==> src/rtl/stream_demux.sv <==
// -----------------------------------------------------------------------------
// stream_demux
//
// Routes a valid/ready input stream to one of two valid/ready output ports.
// The route for each beat is chosen by sel_a (1 = port A, 0 = port B).
// Each output port is backed by a one-entry register, so the output data and
// valid are always driven from flops. A port can be drained and reloaded in
// the same cycle, which sustains one beat per cycle per port. Each port also
// has an 8-bit wrapping counter of the beats it has delivered.
//
// Ports
//   clk          : single clock; all state updates on the rising edge
//   rst          : synchronous, active-high reset
//   in_data      : input beat payload (WIDTH bits)
//   in_valid     : an input beat is offered
//   in_ready     : the offered beat is accepted this cycle (0 during reset)
//   sel_a        : route of the offered beat, 1 = port A, 0 = port B
//   out_a_data   : port A payload
//   out_a_valid  : port A holds a beat
//   out_a_ready  : port A sink accepts the beat
//   out_b_data   : port B payload
//   out_b_valid  : port B holds a beat
//   out_b_ready  : port B sink accepts the beat
//   cnt_a, cnt_b : beats delivered on port A / port B, wrapping 255 -> 0
// -----------------------------------------------------------------------------
module stream_demux #(
    parameter int WIDTH = 8
) (
    input  logic             clk,
    input  logic             rst,
    input  logic [WIDTH-1:0] in_data,
    input  logic             in_valid,
    output logic             in_ready,
    input  logic             sel_a,
    output logic [WIDTH-1:0] out_a_data,
    output logic             out_a_valid,
    input  logic             out_a_ready,
    output logic [WIDTH-1:0] out_b_data,
    output logic             out_b_valid,
    input  logic             out_b_ready,
    output logic [7:0]       cnt_a,
    output logic [7:0]       cnt_b
);

    logic             a_vld_q, a_vld_d;
    logic [WIDTH-1:0] a_data_q, a_data_d;
    logic             b_vld_q, b_vld_d;
    logic [WIDTH-1:0] b_data_q, b_data_d;
    logic [7:0]       cnt_a_q, cnt_a_d;
    logic [7:0]       cnt_b_q, cnt_b_d;

    logic a_free, b_free;
    logic accept;
    logic load_a, load_b;
    logic drain_a, drain_b;

    // Wrapping beat counter; the 8-bit add wraps 255 -> 0 naturally.
    function automatic logic [7:0] count_step(input logic [7:0] cnt, input logic inc);
        return inc ? cnt + 8'd1 : cnt;
    endfunction

    // A port can take a new beat when it is empty or is being drained this
    // cycle. Only the selected port's state matters, and in_valid is not used,
    // so in_ready carries no combinational dependence on the source's valid.
    always_comb begin
        a_free   = !a_vld_q || out_a_ready;
        b_free   = !b_vld_q || out_b_ready;
        in_ready = !rst && (sel_a ? a_free : b_free);
        accept   = in_valid && in_ready;
        load_a   = accept && sel_a;
        load_b   = accept && !sel_a;
        drain_a  = a_vld_q && out_a_ready;
        drain_b  = b_vld_q && out_b_ready;
    end

    // Next state: a load wins over a drain so a simultaneous drain and load
    // keeps the port valid with the new beat.
    always_comb begin
        a_vld_d  = a_vld_q;
        a_data_d = a_data_q;
        b_vld_d  = b_vld_q;
        b_data_d = b_data_q;

        if (drain_a) a_vld_d = 1'b0;
        if (load_a) begin
            a_vld_d  = 1'b1;
            a_data_d = in_data;
        end

        if (drain_b) b_vld_d = 1'b0;
        if (load_b) begin
            b_vld_d  = 1'b1;
            b_data_d = in_data;
        end

        cnt_a_d = count_step(cnt_a_q, drain_a);
        cnt_b_d = count_step(cnt_b_q, drain_b);
    end

    // Reset discards held beats and clears the counters; no delivery is
    // counted in the reset cycle.
    always_ff @(posedge clk) begin
        if (rst) begin
            a_vld_q  <= 1'b0;
            a_data_q <= '0;
            b_vld_q  <= 1'b0;
            b_data_q <= '0;
            cnt_a_q  <= 8'd0;
            cnt_b_q  <= 8'd0;
        end else begin
            a_vld_q  <= a_vld_d;
            a_data_q <= a_data_d;
            b_vld_q  <= b_vld_d;
            b_data_q <= b_data_d;
            cnt_a_q  <= cnt_a_d;
            cnt_b_q  <= cnt_b_d;
        end
    end

    assign out_a_valid = a_vld_q;
    assign out_a_data  = a_data_q;
    assign out_b_valid = b_vld_q;
    assign out_b_data  = b_data_q;
    assign cnt_a       = cnt_a_q;
    assign cnt_b       = cnt_b_q;

endmodule

==> config.mk <==
export PLATFORM = sky130hd
export DESIGN_NAME = stream_demux
export DESIGN_NICKNAME = d
export VERILOG_FILES = /design/src/rtl/stream_demux.sv
export SDC_FILE = /design/constraint.sdc
export NUM_CORES = 1
export LEC_CHECK = 0
export ABC_AREA = 1
export CAP_MARGIN = 10
export CORE_ASPECT_RATIO = 1.4
export CORE_MARGIN = 3
export CORE_UTILIZATION = 40
export CTS_CLUSTER_DIAMETER = 120
export DETAILED_ROUTE_END_ITERATION = 8
export PLACE_DENSITY = 0.74
export SLEW_MARGIN = 20
export SYNTH_ARGS = -nofsm -noshare
export SYNTH_HDL_FRONTEND = slang
export SYNTH_SLANG_ARGS = --single-unit
==> constraint.sdc <==
create_clock -name clk -period 1.3 [get_ports clk]
set_input_delay 0.39 -clock clk [delete_from_list [all_inputs] [get_ports clk]]
set_output_delay 0.39 -clock clk [all_outputs]
set_load 0.02 [all_outputs]
Yosys cells after proc, flatten, opt, wreduce, memory -nomap -nowiden
Cells that the tools add are included.
W data, S select, Z words.
{"block": "word_totals", "reg_bits": 34, "elab_cells": 27, "latchBits": 0, "mem_bits_rw": 0, "inputBits": 14, "output_inout_bits": 35, "rom_bits": 0, "memories": 0}
{"block": "op_classes", "add_sub_neg": 2, "shift": 0, "div_mod_pow": 0, "reduce_logical": 14, "order_cmp": 0, "n_eq_ne": 0, "bitwise": 0, "mul": 0, "n_mux": 5}
{"cell": "$add A8 B1 Y8 const B", "n": 2}
{"cell": "$logic_and A1 B1 Y1", "n": 6}
{"cell": "$mux W1", "n": 5}
{"cell": "$logic_not A1 Y1", "n": 4}
{"cell": "$reduce_bool A2 Y1", "n": 2}
{"cell": "$logic_or A1 B1 Y1", "n": 2}

Depth between registers and ports, before layout
Gate-level depths: netlist (run 1).
{"block": "depth", "depth_word": 7, "depth_mapped": 7, "ltp_nobuf": 7}

Least setup slack after synthesis (run 1)
Ideal clock, no wire load.
{"block": "synth_path", "kind": "register to register", "startpoint": "register cnt_a_q[1], in the netlist cnt_a[1]", "endpoint": "register cnt_a_q[4], in the netlist cnt_a[4]", "synth_period_minus_slack_ns": 1.382, "setup_ns": 0.119, "slack_ns": -0.082, "stages_incl_launch_ff": 7, "arrival_time_ns": 1.263, "n_path_buf": 0, "required_ns": 1.181, "path_cell_list": "dfxtp_1 -> ha_1 -> inv_1 -> nor3_1 -> nand2_1 -> o21ai_0 -> a21oi_1"}
{"block": "synth_via", "elab_chain_cells": 1}
{"item": "start, declared", "line": "49", "text": "logic [7:0] cnt_a_q, cnt_a_d;"}
{"item": "start signal, assigned", "line": "115", "text": "cnt_a_q <= cnt_a_d;"}
{"item": "$add A8 B1 Y8", "line": "59", "text": "return inc ? cnt + 8'd1 : cnt;"}
Every way passes these cells.
A chain may end at the register's enable or synchronous reset.

Final worst setup path (run 1)
{"block": "layout_path", "startpoint": "input port rst", "endpoint": "output port in_ready"}
{"block": "layout_via", "elab_chain_cells": 2}
{"item": "start, declared", "line": "30", "text": "input logic rst,"}
{"item": "$logic_not A1 Y1", "line": "68", "text": "in_ready = !rst && (sel_a ? a_free : b_free);"}
{"item": "$logic_and A1 B1 Y1", "line": "68"}
{"item": "end, declared", "line": "33", "text": "output logic in_ready,"}
Every way passes these cells.

==> results by group, run 1 <==
GRT
  • Vias in the first global route: ~1500
  • First-pass GRT wire length: between 6 and 7 mm
  • GRT Total Usage: 0.187
  • Largest net degree at the start of global routing: 27
  • Grt total ovfl: 0
  • Initial antenna violation count: 0

Synth
  • Distinct cells, synth: 18
  • Synth Area in Compound Gates: 0.0930
  • FF+latch count, synth: 34
  • Largest family of logic cells by synthesized area: simple AND/OR/NAND/NOR gates
  • Mux share of post-synthesis cell area: 0
  • Cells after synthesis: between 200 and 250
  • Synthesized net count: 219
  • Syn avg cell area: ~7 um2
  • Synth Area in Simple Gates: 0.326
  • Sequential cell area fraction in the yosys report: 0.469
  • Yosys warns: 0
  • Area leader, netlist: dfxtp_1
  • Adder-cell area share of the yosys netlist: 0.0172
  • XOR/XNOR Fraction of Synth Area: 0
  • Mapped Area: 1450 um2
  • Top-area cell type share of the netlist area: 0.469
  • Synth top area cells: dfxtp_1 47%, nor2_1 13%, nand2_1 8.0%

Detailed routing
  • Post-Route WL: 3.71 mm
  • Drt first pass iters: 4
  • ANT nets after route: 0
  • Detailed-route DRC error count: 0
  • 1st-iter DRT viols: 32
  • Via count: 1578
  • Wire length per cell: ~11 um
  • Via density: 4.81

Place
  • DP Wirelength: about 2.6 mm
  • Placer congestion estimate: between 0.8 and 0.9
  • Inst Count DP: 316
  • I/O Buffers: 48

Pwr
  • Overall Power: 2.19 mW
  • Psw: 559 uW
  • Pwr dens: approximately 960 nW/um2
  • Reg power frac: 0.495
  • P_int: roughly 1.6 mW
  • Sw Share: 0.256
  • Static leakage: 1.15 nW
  • Clock power share: 0.373
  • Combinational group share of total power: 0.132
  • Maximum VDD drop: 787 uV

Clock network
  • Max Buffers Root-to-Sink: 2
  • Num CTS Buffers: 5
  • Worst skew pair latency: 0.28 ns
  • Htree depth: 2
  • Clock transition at path regs: 0.07 ns
  • CTS sink count: 34
  • CTS tree: built
  • Clock Tree Root: clkbuf_8

Floorplanning
  • Die width: approximately 57 um
  • Placeable Area: approximately 3400 um2
  • Die area: 4400 um2
  • Die Ht: 77.3 um
  • Row count: 25
  • IO Count: 49
  • Initial core utilization: 0.422

STA
  • Period utilization: 1.07
  • Final setup violating endpoints: 1
  • Final hold vios: 0
  • Pins Over Slew Limit: 0
  • Setup Skew: between 0.003 and 0.004 ns
  • RSZ-0062 raised after global routing: yes
  • Setup total negative slack: -0.0973 ns
  • Post-layout minimum cycle time: 1.40 ns
  • Worst slew margin relative to its limit: 0.854
  • Max Freq: roughly 0.72 GHz
  • PnR worst setup slack: -0.0973 ns
  • Slew @ Worst Pin: 0.219 ns

Worst setup path
  • Arrival @ worst endpoint: 1.01 ns
  • WS Path Type: input pin to output port
  • Worst r2r dst: cnt_a[6]
  • FF-to-FF path depth: 8
  • Req. time, crit path: 0.91 ns
  • Type of origin of the critical path: input pin
  • Crit Path Max Fanout: 2
  • Critical Path Start: rst
  • R2R Setup Slk: 0.05 ns
  • R2r startpoint: cnt_a[0]
  • CP Capture Type: output port
  • CP endpoint: in_ready

Run status
  • Status: finished, violations left
  • Failing checks: negative setup slack

Cells and area
  • Highest-count cells in the layout ignoring fill and taps: 48 x nor2_1, 31 x buf_4, 29 x dfxtp_1
  • Antenna fix cells: 0
  • Layout cell share with drive strength beyond 1: 0.358
  • Post-layout net count: 303
  • Area grow syn2layout: 57.5%
  • Finished Layout Cells: 328
  • Most common cell after layout, fill and taps aside: nor2_1

Worst hold path
  • Tightest Hold Check Type: input pin to register

Job
  • Maxcap violations: 0
[worst max-delay path, cell delays in order]
cell,delay [ns]
clkdlybuf4s15_1,0.19
inv_2,0.10
nand2_2,0.07
nor2_4,0.13
buf_6,0.13
[final cells by class]
cell class	instances	area, um2
Sequential cell	34	687
Clock buffer	7	86.3
Inverter	29	109
Clock inverter	1	5.00
Timing Repair Buffer	82	658
Multi-Input combinational cell	135	692
Fill cell	321	1150
Tap cell	40	50.0
[synth_stat cells (all sizes together)]
cell type / count
o21ai: 10
dfxtp: 34
buf: 2
a21oi: 17
nand3: 6
nand4: 14
inv: 29
nor2: 53
clkbuf: 3
nand2: 31
nor3: 2
ha: 2
[per-stage QoR]
| step | hold WS [ns] | utilization | setup slack (ns) | cell area (um2) |
|---|---|---|---|---|
| 2_1_floorplan | 0.540 | - | 0.0102 | 1470 |
| 3_3_place_gp | 0.464 | 0.641 | -0.958 | 2210 |
| 3_5_place_dp | 0.474 | 0.641 | -0.955 | 2210 |
| 4_1_cts | 0.465 | 0.687 | -0.0823 | 2360 |
| 5_1_grt | 0.465 | 0.665 | -0.153 | 2290 |
| 6_report | 0.441 | 0.665 | -0.0973 | 2290 |
[kinds of logic after synthesis]
group                    Yosys count
AND/OR/NAND/NOR                  106
flip-flops                        34
AO/OA/AOI/OAI                     27
buffers and inverters             34
adder cells (fa/ha/maj)            2
[how the worst min path moves through the flow]
| stage | startpoint | endpoint | slack [ns] | cells past startpoint |
|---|---|---|---|---|
| after CTS | out_b_ready | cnt_b[0] | 0.47 | 4 |
| after floorplan | cnt_a[6] | cnt_a[6] | 0.54 | 2 |
| final | out_a_ready | out_a_valid | 0.44 | 4 |
| after global routing | out_a_ready | out_a_valid | 0.47 | 4 |
| after global placement | out_a_data[1] | out_a_data[1] | 0.46 | 2 |
| after detailed placement | out_a_data[5] | out_a_data[5] | 0.47 | 2 |
[routing by layer]
metal  GRT usage  up-vias  wire length, um
met5           0        -                0
met4       0.104        0              116
met3      0.0556       14              237
met2       0.330       54             1970
met1       0.190      699             1390
li1            -      811                -
[flip-flops by register name (all words and copies together) (netlist names)]
signal	flops
out_a_valid	1
cnt_a	8
out_b_data	8
cnt_b	8
out_a_data	8
out_b_valid	1
[what timing repair did]
| action | CTS | global route |
|---|---|---|
| hold buffers | 0 | 0 |
| pin swaps | 3 | 8 |
| setup endpoints to repair | 60 | 51 |
| resized for setup | 137 | 38 |
| setup buffers | 1 | 3 |
[power by group through the flow]
stage                     clock [mW]  sequential (mW)  combinational [mW]
after floorplan                    0             1.14               0.106
after global placement             0             1.10               0.292
after detailed placement           0             1.10               0.296
after CTS                      0.829             1.08               0.291
after global routing           0.878             1.09               0.319
final                          0.814             1.08               0.289
Power figures use the tool's default switching activity.
==> run 2: changes to the inputs <==
--- a/config.mk
+++ b/config.mk
@@ -6,11 +6,12 @@
 export NUM_CORES = 1
 export LEC_CHECK = 0
 export ABC_AREA = 1
-export CAP_MARGIN = 10
+export CAP_MARGIN = 20
 export CORE_ASPECT_RATIO = 1.4
 export CORE_MARGIN = 3
 export CORE_UTILIZATION = 40
 export CTS_CLUSTER_DIAMETER = 120
+export CTS_CLUSTER_SIZE = 14
 export DETAILED_ROUTE_END_ITERATION = 8
 export PLACE_DENSITY = 0.74
 export SLEW_MARGIN = 20
==> results of run 2 <==
No change in the layout: final DEF, timing and power equal those of run 1.
==> run 3: changes to the inputs <==
--- a/config.mk
+++ b/config.mk
@@ -10,10 +10,12 @@
 export CORE_ASPECT_RATIO = 1.4
 export CORE_MARGIN = 3
 export CORE_UTILIZATION = 40
+export CTS_BUF_LIST = sky130_fd_sc_hd__clkbuf_4 sky130_fd_sc_hd__clkbuf_8 sky130_fd_sc_hd__clkbuf_16
 export CTS_CLUSTER_DIAMETER = 120
 export CTS_CLUSTER_SIZE = 14
 export DETAILED_ROUTE_END_ITERATION = 8
 export PLACE_DENSITY = 0.74
+export RECOVER_POWER = 100
 export SLEW_MARGIN = 20
 export SYNTH_ARGS = -nofsm -noshare
 export SYNTH_HDL_FRONTEND = slang
==> run 3 against run 2 <==
- the flow still finishes with violations (negative setup slack)
- register-to-register slack about the same
- flip-flop and latch count is the same
- via count fell by 0.63%
- critical path depth did not move
- first-iteration DRC count is 13% higher
- utilization did not move
- die area unchanged
- non-clock buffer count unchanged
- critical endpoint unchanged
- highest routed layer unchanged
==> results by group, run 3 (synthesis results as in run 1) <==
Worst setup path
  • R2r startpoint: cnt_a[0] (unchanged)
  • CP Capture Type: output port (unchanged)
  • Top delay family on crit path: buffers and inverters (unchanged)
  • WS Path Type: input pin to output port (unchanged)
  • CP endpoint: in_ready (unchanged)
  • Crit Path Max Fanout: 2 (unchanged)
  • Type of origin of the critical path: input pin (unchanged)
  • FF-to-FF path depth: 8 (unchanged)
  • CP max stage delay: 0.19 ns (about the same)
  • CP cell instances: clkdlybuf4s15_1, inv_2, nand2_2, nor2_4, buf_6 (unchanged)
  • Worst r2r dst: cnt_a[6] (unchanged)
  • Arrival @ worst endpoint: 1.01 ns (about the same)
  • Critical Path Start: rst (unchanged)
  • R2R Setup Slk: 0.05 ns (about the same)
  • Worst path slowest cell: clkdlybuf4s15_1 (unchanged)
  • Buffers & Inverters on Critical Path: 3 (unchanged)
  • Stages on worst setup path: 5 (unchanged)
  • Req. time, crit path: 0.91 ns (about the same)

Floorplanning
  • Die width: 56.9 um (unchanged)
  • Die area: 4400 um2 (unchanged)
  • Row count: 25 (unchanged)
  • IO Count: 49 (unchanged)
  • Die Ht: 77.3 um (unchanged)
  • Placeable Area: 3440 um2 (unchanged)
  • Initial core utilization: 0.422 (unchanged)

Place
  • Placer congestion estimate: 0.817 (unchanged)
  • Worst slack, placed: -0.955 ns (unchanged)
  • I/O Buffers: 48 (unchanged)
  • Placed cell area: 2210 um2 (unchanged)
  • Inst Count DP: 316 (unchanged)
  • DP Wirelength: 2.63 mm (unchanged)

STA
  • Hold slack: 0.442 ns (was 0.441 ns)
  • Slew @ Worst Pin: 0.221 ns (was 0.219 ns)
  • Period utilization: 1.08 (was 1.07)
  • Final setup violating endpoints: 1 (unchanged)
  • PnR worst setup slack: -0.0985 ns (was -0.0973 ns)
  • Pins Over Slew Limit: 0 (unchanged)
  • Setup total negative slack: -0.0985 ns (was -0.0973 ns)
  • RSZ-0062 raised after global routing: yes (unchanged)
  • Worst slew margin relative to its limit: 0.852 (was 0.854)
  • Post-layout minimum cycle time: 1.40 ns (about the same)
  • Max Freq: 0.715 GHz (was 0.716 GHz)
  • Final hold vios: 0 (unchanged)
  • Setup Skew: 0.00302 ns (was 0.00305 ns)

Cells and area
  • Post-route cell area: 2290 um2 (unchanged)
  • Area grow syn2layout: 57.5% (unchanged)
  • Layout cell share with drive strength beyond 1: 0.358 (unchanged)
  • Most common cell after layout, fill and taps aside: nor2_1 (unchanged)
  • Antenna fix cells: 0 (unchanged)
  • End-of-flow core utilization: 0.665 (unchanged)
  • Finished Layout Cells: 328 (unchanged)
  • Highest-count cells in the layout ignoring fill and taps: 48 x nor2_1, 29 x dfxtp_1, 29 x buf_4 (was 48 x nor2_1, 31 x buf_4, 29 x dfxtp_1)
  • Fillers: 320 (was 321)
  • Post-layout net count: 303 (unchanged)

Clock network
  • CTS Hold Buffers Added: 0 (unchanged)
  • Clock transition at path regs: 0.07 ns (about the same)
  • CTS sink count: 34 (unchanged)
  • Clock Tree Root: clkbuf_8 (unchanged)
  • Num CTS Buffers: 5 (unchanged)
  • CTS tree: built (unchanged)
  • Max Buffers Root-to-Sink: 2 (unchanged)
  • Htree depth: 2 (unchanged)
  • Worst skew pair latency: 0.28 ns (about the same)

Worst hold path
  • Tightest Hold Check Type: input pin to register (unchanged)

GRT
  • GRT Total Usage: 0.187 (unchanged)
  • Initial antenna violation count: 0 (unchanged)
  • Grt total ovfl: 0 (unchanged)
  • Vias in the first global route: 1515 (unchanged)
  • Largest net degree at the start of global routing: 27 (unchanged)
  • First-pass GRT wire length: 6.55 mm (unchanged)

Job
  • Maxcap violations: 0 (unchanged)

Detailed routing
  • Via count: 1568 (was 1578)
  • Wire length per cell: 11.3 um (about the same)
  • ANT nets after route: 0 (unchanged)
  • Detailed-route DRC error count: 0 (unchanged)
  • Post-Route WL: 3.71 mm (about the same)
  • 1st-iter DRT viols: 36 (was 32)
  • Drt first pass iters: 4 (unchanged)
  • Via density: 4.78 (was 4.81)

Run status
  • Failing checks: negative setup slack (unchanged)
  • Status: finished, violations left (unchanged)

Pwr
  • Static leakage: 1.15 nW (about the same)
  • Overall Power: 2.20 mW (was 2.19 mW)
  • Maximum VDD drop: 882 uV (was 787 uV)
  • Pwr dens: 964 nW/um2 (was 956 nW/um2)
## run 3: cell types whose count changed in the layout (fill, tap and decap cells not counted), sizes merged
cell,change
clkbuf,+2
buf,-2
## run 3: worst reg2reg max path, delay by kind of cell (launching register included)
family | cells | cell delay (ns)
buffers and inverters | 3 | 0.33
DFF | 1 | 0.32
and+or+nand+nor | 3 | 0.31
adders and majority gates | 1 | 0.14
AOI/OAI and AO/OA | 1 | 0.04
## run 3: cell type report
class | instances | area [um2] | share of cell area
multi-input cells | 135 | 692 | 0.303
flip-flops and latches | 34 | 687 | 0.300
repair buffers | 82 | 654 | 0.286
inverters | 29 | 109 | 0.0476
clock buffers | 7 | 90.1 | 0.0394
well taps | 40 | 50.0 | 0.0219
clock inverters | 1 | 5.00 | 0.00219
## run 3: worst min path at each step
stage | cells after the start | slack [ns] | to | from
2_1_floorplan | 2 | 0.54 | cnt_a[6] | cnt_a[6]
6_report | 4 | 0.44 | out_a_valid | out_a_ready
5_1_grt | 4 | 0.47 | out_a_valid | out_a_ready
4_1_cts | 4 | 0.47 | cnt_b[0] | out_b_ready
3_3_place_gp | 2 | 0.46 | out_a_data[1] | out_a_data[1]
3_5_place_dp | 2 | 0.47 | out_a_data[5] | out_a_data[5]
## run 3: what timing repair did
action / 4_1_cts / 5_1_grt
pin swaps: 3 / 8
buffers inserted: 1 / 3
endpoints found under the setup margin: 60 / 51
gates resized for setup: 137 / 38
## run 3: power by group
group / internal [mW] / switching, mW / leakage, nW
Combinational: 0.129 / 0.159 / 0.820
Sequential: 1.07 / 0.0135 / 0.278
Clock: 0.448 / 0.385 / 0.0517
Total: 1.65 / 0.557 / 1.15
## run 3: metal layers
layer	share of wire	vias to the layer above	global-route usage
met2	0.53	48	0.330
met3	0.063	14	0.0556
met4	0.033	0	0.104
li1	-	812	-
met5	0	-	0
met1	0.37	694	0.190
